===== src/rtl/regbank_alu_seq.sv =====
// regbank_alu_seq: multi-cycle controller running one reg-reg ALU op
// per transaction (read rs1/rs2, execute, write back rd).
module regbank_alu_seq #(
  parameter int DATA_W = 32,
  parameter int REG_AW = 3,
  parameter int OP_W   = 3,
  parameter int CNT_W  = 16
) (
  input  logic              clk,
  input  logic              rst,
  input  logic              instr_valid,
  output logic              instr_ready,
  input  logic [OP_W-1:0]   instr_op,
  input  logic [REG_AW-1:0] instr_rd,
  input  logic [REG_AW-1:0] instr_rs1,
  input  logic [REG_AW-1:0] instr_rs2,
  output logic [REG_AW-1:0] rf_raddr1,
  output logic [REG_AW-1:0] rf_raddr2,
  input  logic [DATA_W-1:0] rf_rdata1,
  input  logic [DATA_W-1:0] rf_rdata2,
  output logic [DATA_W-1:0] alu_a,
  output logic [DATA_W-1:0] alu_b,
  output logic [OP_W-1:0]   alu_op,
  input  logic [DATA_W-1:0] alu_result,
  output logic              rf_we,
  output logic [REG_AW-1:0] rf_waddr,
  output logic [DATA_W-1:0] rf_wdata,
  output logic              busy,
  output logic              done,
  output logic [DATA_W-1:0] last_result,
  output logic [CNT_W-1:0]  instr_count
);

  typedef enum logic [1:0] {
    IDLE,
    READ,
    EXEC,
    WRITE
  } state_t;

  state_t state_q;
  state_t state_d;

  logic [OP_W-1:0]   op_q;
  logic [REG_AW-1:0] rd_q;
  logic [REG_AW-1:0] rs1_q;
  logic [REG_AW-1:0] rs2_q;
  logic [DATA_W-1:0] opa_q;
  logic [DATA_W-1:0] opb_q;
  logic [DATA_W-1:0] res_q;
  logic [DATA_W-1:0] last_q;
  logic [CNT_W-1:0]  cnt_q;

  logic accept;

  assign accept = instr_valid & instr_ready;

  // State register; reset drops any in-flight instruction.
  always_ff @(posedge clk) begin
    if (!rst) begin
      state_q <= IDLE;
    end else begin
      state_q <= state_d;
    end
  end

  // Next-state: fixed READ -> EXEC -> WRITE walk after acceptance.
  always_comb begin
    state_d = state_q;
    unique case (state_q)
      IDLE:    if (accept) state_d = READ;
      READ:    state_d = EXEC;
      EXEC:    state_d = WRITE;
      WRITE:   state_d = IDLE;
      default: state_d = IDLE;
    endcase
  end

  // Datapath: latch fields, capture operands, result, retire stats.
  always_ff @(posedge clk) begin
    if (!rst) begin
      op_q   <= '0;
      rd_q   <= '0;
      rs1_q  <= '0;
      rs2_q  <= '0;
      opa_q  <= '0;
      opb_q  <= '0;
      res_q  <= '0;
      last_q <= '0;
      cnt_q  <= '0;
    end else begin
      if (state_q == IDLE && accept) begin
        op_q  <= instr_op;
        rd_q  <= instr_rd;
        rs1_q <= instr_rs1;
        rs2_q <= instr_rs2;
      end
      if (state_q == READ) begin
        opa_q <= rf_rdata1;
        opb_q <= rf_rdata2;
      end
      if (state_q == EXEC) begin
        res_q <= alu_result;
      end
      if (state_q == WRITE) begin
        last_q <= res_q;
        cnt_q  <= cnt_q + 1'b1;
      end
    end
  end

  // Control outputs decoded from the state register only.
  always_comb begin
    instr_ready = 1'b0;
    busy        = 1'b1;
    rf_we       = 1'b0;
    done        = 1'b0;
    unique case (1'b1)
      (state_q == IDLE): begin
        instr_ready = 1'b1;
        busy        = 1'b0;
      end
      (state_q == WRITE): begin
        rf_we = 1'b1;
        done  = 1'b1;
      end
      default: ;
    endcase
  end

  assign rf_raddr1   = rs1_q;
  assign rf_raddr2   = rs2_q;
  assign alu_a       = opa_q;
  assign alu_b       = opb_q;
  assign alu_op      = op_q;
  assign rf_waddr    = rd_q;
  assign rf_wdata    = res_q;
  assign last_result = last_q;
  assign instr_count = cnt_q;

endmodule


===== config.mk =====
export PLATFORM = sky130hd
export DESIGN_NAME = regbank_alu_seq
export DESIGN_NICKNAME = d
export VERILOG_FILES = /design/src/rtl/regbank_alu_seq.sv
export SDC_FILE = /design/constraint.sdc
export NUM_CORES = 1
export LEC_CHECK = 0
export ABC_CLOCK_PERIOD_IN_PS = 2000
export BUFFER_PORTS_ARGS = -buffer_cell sky130_fd_sc_hd__buf_2
export CAP_MARGIN = 20
export CORE_MARGIN = 10
export CORE_UTILIZATION = 35
export CTS_CLUSTER_DIAMETER = 80
export CTS_CLUSTER_SIZE = 25
export DETAILED_ROUTE_END_ITERATION = 10
export SETUP_SLACK_MARGIN = 0.5
export SYNTH_ARGS = -nofsm -noshare
export SYNTH_HDL_FRONTEND = slang
export SYNTH_SLANG_ARGS = --single-unit
export TNS_END_PERCENT = 10

===== constraint.sdc =====
create_clock -name clk -period 2 [get_ports clk]
set_input_delay 0.1 -clock clk [delete_from_list [all_inputs] [get_ports clk]]
set_output_delay 0.1 -clock clk [all_outputs]
set_load 0.005 [all_outputs]

## Yosys cells after proc, flatten, opt, wreduce, memory -nomap -nowiden

Cells that the tools add are included.

- Bits of input ports: 111
- Bits in registers: 158
- Logic and storage cells: 23

- Mux-type cells: 5
- Reductions and logical operators: 2
- Equal/unequal tests: 4
- Add/sub/neg operators: 1
- Bitwise logic cells: 1

Operator list:

| kind | number |
|---|---|
| adder 16 x 1 -> 16 bit, second input constant | 1 |
| case mux 2 bit (4 select lines) | 1 |
| == test 2 bit, second input constant | 2 |
| 2-to-1 mux 1 bit | 3 |
| == test 2 x 1 -> 1 bit, second input constant | 1 |
| zero test 2 bit | 1 |
| 2-to-1 mux 2 bit | 1 |
| inequality test 2 bit, second input constant | 1 |
| AND 1 bit | 1 |
| logical AND 1 bit | 1 |

## Longest topological paths before layout

- Depth after elaboration: 5
- Gate-level depth with buffers: 7

## Worst setup path after synthesis

Ideal clock, no wire load.

- Path type: register to register
- From: register state_q[0]
- To: register cnt_q[2], in the netlist instr_count[2]
- Buffers on the path: 3
- Setup time: 0.115 ns
- Path slack: 0.480 ns
- Period minus slack after synthesis: 1.520 ns
- Arrival time: 1.405 ns
- Stages on the path, launching flop included: 8
- Required time: 1.885 ns
- Path through: dfxtp_1 -> ha_1 -> buf_4 -> buf_4 -> buf_4 -> nand2_1 -> xnor2_1 -> and2_1

- Longest elaborated chain between the ends: 1

Ends and longest elaborated chain:

| what | line | source |
|---|---|---|
| start: declaration | 41 | `state_t state_q;` |
| start signal: assignment | 63 | `state_q <= state_d;` |
| == test 2 bit | 105 | `if (state_q == WRITE) begin` |
| end signal: assignment | 107 | `cnt_q <= cnt_q + 1'b1;` |
| end: declaration | 52 | `logic [CNT_W-1:0] cnt_q;` |

No other way between the ends.
A chain may end at the register's enable or synchronous reset.

## Final worst setup path

- From: register state_q[1]
- To: output port busy

- Longest elaborated chain between the ends: 2

Ends and longest elaborated chain:

| what | line | source |
|---|---|---|
| zero test 2 bit | 119 | `(state_q == IDLE): begin` |
| 2-to-1 mux 1 bit | 118 | `unique case (1'b1)` |
| end: declaration | 28 | `output logic busy,` |

No other way between the ends.

==> impl_metrics.toml <==
[timing]
worst_slew_margin_rel_pct = 71.38
fin_crit_ns = 1.489
rsz0062_at_grt = "true"
setup_viol = 0
timing.fmax_mhz = 671.5
tns_ns = 0
slew_viol_final = 0
worst_pin_slew_ns = 0.4293
hold_viol_final = 0
post-route-period-util_pct = 74.46
fin_skew_ns = 0.006423

[floorplanning]
die_y_um = 153.0
start_util_pct = 35.79
die-area_um2 = 23410
ios = 271
rows = 48
core_area_um2 = 17300
die_w_um = 153.0

[layout]
final_common_cell = "buf_2"
fin_cells = 1180
syn_to_final_growth_pct = 55.11
post_route_cells_drive_above_1_share_pct = 33.93
final_cell_mix = "buf_2 (269), dfxtp_1 (156), mux2i_1 (134)"
nNetsFinal = 1060
diodes = 0

[critical_path]
cp.arrival_ns = 1.39
path_class = "flip-flop to output port"
crit_required_ns = 1.90
startpoint_type = "flip-flop"
worst-path-max-fanout = 5
rr_startpoint = "instr_count[0]$_SDFFE_PN0P_"
r2r_cells = 5
r2r-end = "instr_count[12]$_SDFFE_PN0P_"
reg2reg_slack_ns = 0.54
cp-end-kind = "output port"

[drt]
wl_per_cell_um = 16.33
viasPerCell = 4.390
dr.pass1.iters = 5
ant_nets = 0
drcViolationCount = 0
totalWireLength_mm = 19.27
via_count = 5180
drt-initial-drc-count = 162

[clock_network]
cts_htree_levels = 4
clkTransAtPathRegs_ns = 0.06
numClockSinks = 158
root_buffer = "clkbuf_16"
numCtsBuffers = 17
clk_latency_ns = 0.41
cts_tree = "done"
cts.path.max_buffers = 2

[power_and_ir_drop]
combPwrFrac_pct = 29.4
seqPwrFrac_pct = 37.7
clkPwrFrac_pct = 32.9
power_switching_uw = 2982
p_per_area_nw_per_um2 = 1083
p_leak_uw = 0.004304
switching_share_pct = 28.67
peakVddDrop_mv = 0.5579
internal-power_uw = 7419

[logic_synthesis]
synth-main-ff-cell = "dfxtp_1"
syn-num-nets = 685
syn_area_um2 = 6191
syn_area_per_cell_um2 = 10.90
ys_warn_count = 0
async_reset_ff_share_pct = 0
yosysUniqueCellTypes = 25
seq_area_frac_synth_pct = 51.09
ys_seq_elements = 158
synth_edf_count = 0
synth_cells = 568

[global_route]
gr-usage-all-layers_pct = 15.62
grt_max_degree = 93
antenna_found_initial = 0
grt_pass1_wl_mm = 30.03
first_global_vias = 5299
overflow = 0

[place]
placedCellCount = 1034
port_buffers = 270
gp_congestion = 0.7757
dpl.hpwl_mm = 13.13

[worst_hold_path]
min_path_cells = 2
whs_endpoint = "alu_b[30]$_SDFFE_PN0N_"
hp-start = "rst"
hold_class = "input port to flip-flop"

[run]
drv_cap = 0

[status]
status = "completed"
==> through the flow <==
| step | hold slack [ns] | utilization, % | power (uW) | cell area (um^2) | setup slack, ns |
|---|---|---|---|---|---|
| after detailed placement | 0.3588 | 45.04 | 6748 | 7790 | 0.4132 |
| after global placement | 0.3524 | 45.04 | 6722 | 7790 | 0.4391 |
| after floorplan | 0.2449 | - | 5647 | 6195 | 0.5222 |
| final | 0.1672 | 55.52 | 10400 | 9603 | 0.5107 |
| after global routing | 0.1728 | 55.52 | 10960 | 9603 | 0.4425 |
| after CTS | 0.1357 | 55.49 | 10510 | 9598 | 0.4923 |
==> critical path: stages, from the launching register on <==
cell and delay, ns:
dfxtp_2 0.35, inv_1 0.14, ha_1 0.27, inv_1 0.09, buf_2 0.13
==> layout make-up <==
| type | instances | area (um^2) |
|---|---|---|
| clock buffers | 22 | 464.2 |
| clock inverters | 9 | 160.2 |
| fillers | 1491 | 7694 |
| inverters | 4 | 15.01 |
| multi-input cells | 369 | 2869 |
| flip-flops and latches | 158 | 3166 |
| well taps | 225 | 281.5 |
| repair buffers | 393 | 2648 |
==> power by group through the flow <==
stage                     clock [uW]  sequential [uW]  combinational, uW
after detailed placement           0             3980               2770
after global routing            3640             3990               3330
after floorplan                    0             3990               1660
final                           3420             3930               3050
after CTS                       3510             3920               3070
after global placement             0             3960               2760
==> Yosys cell counts (6+ instances only) <==
cell	count	area share [%]
buf_2	15	1.2
clkbuf_1	17	1.0
nor2b_1	131	13
and2_1	10	1.0
ha_1	6	1.2
xnor2_1	6	0.85
a21boi_0	13	1.6
dfxtp_1	158	51
nand3_1	6	0.49
mux2i_1	134	22
nand2_1	35	2.1
==> flip-flops by register name, indices dropped and copies added, names as in the netlist, 16 cells and up <==
| signal | flops |
|---|---|
| alu_a | 32 |
| alu_b | 32 |
| instr_count | 16 |
| last_result | 32 |
| rf_wdata | 32 |
==> worst max path at each step <==
stage | cells after the start | slack (ns) | to | start
after global placement | 5 | 0.44 | instr_count[14]$_SDFFE_PN0P_ | state_q[0]$_SDFFE_PN0P_
after floorplan | 7 | 0.52 | instr_count[2]$_SDFFE_PN0P_ | state_q[0]$_SDFFE_PN0P_
after detailed placement | 5 | 0.41 | instr_count[15]$_SDFFE_PN0P_ | state_q[0]$_SDFFE_PN0P_
final | 4 | 0.51 | busy | state_q[1]$_SDFFE_PN0P_
after CTS | 5 | 0.49 | rf_raddr1[0]$_SDFFE_PN0P_ | state_q[1]$_SDFFE_PN0P_
after global routing | 4 | 0.44 | busy | state_q[1]$_SDFFE_PN0P_
==> kinds of logic after synthesis <==
| family | share of synthesized area (%) |
|---|---|
| buf+inv | 3.092 |
| xor+xnor | 1.415 |
| fa+ha+maj | 1.213 |
| mux | 21.67 |
| simple gates | 19.71 |
| flops | 51.09 |
| compound gates | 1.819 |
==> per-layer routing <==
metal	vias up	global-route usage (%)	routed length, um
met5	-	0	0
met4	0	4.314	249
met3	16	6.874	1651
met2	209	23.74	8402
met1	2325	19.67	8962
li1	2630	-	-
==> timing repair <==
item                                   CTS  global route
cloned                                   1             0
gates resized for setup                  3             3
endpoints found under the hold margin  108             0
buffers inserted                         6             0
pin swaps                                1             0
setup endpoints to repair               40            16
hold buffers                           108             0
Note: power is estimated with default switching activity, not from simulation.
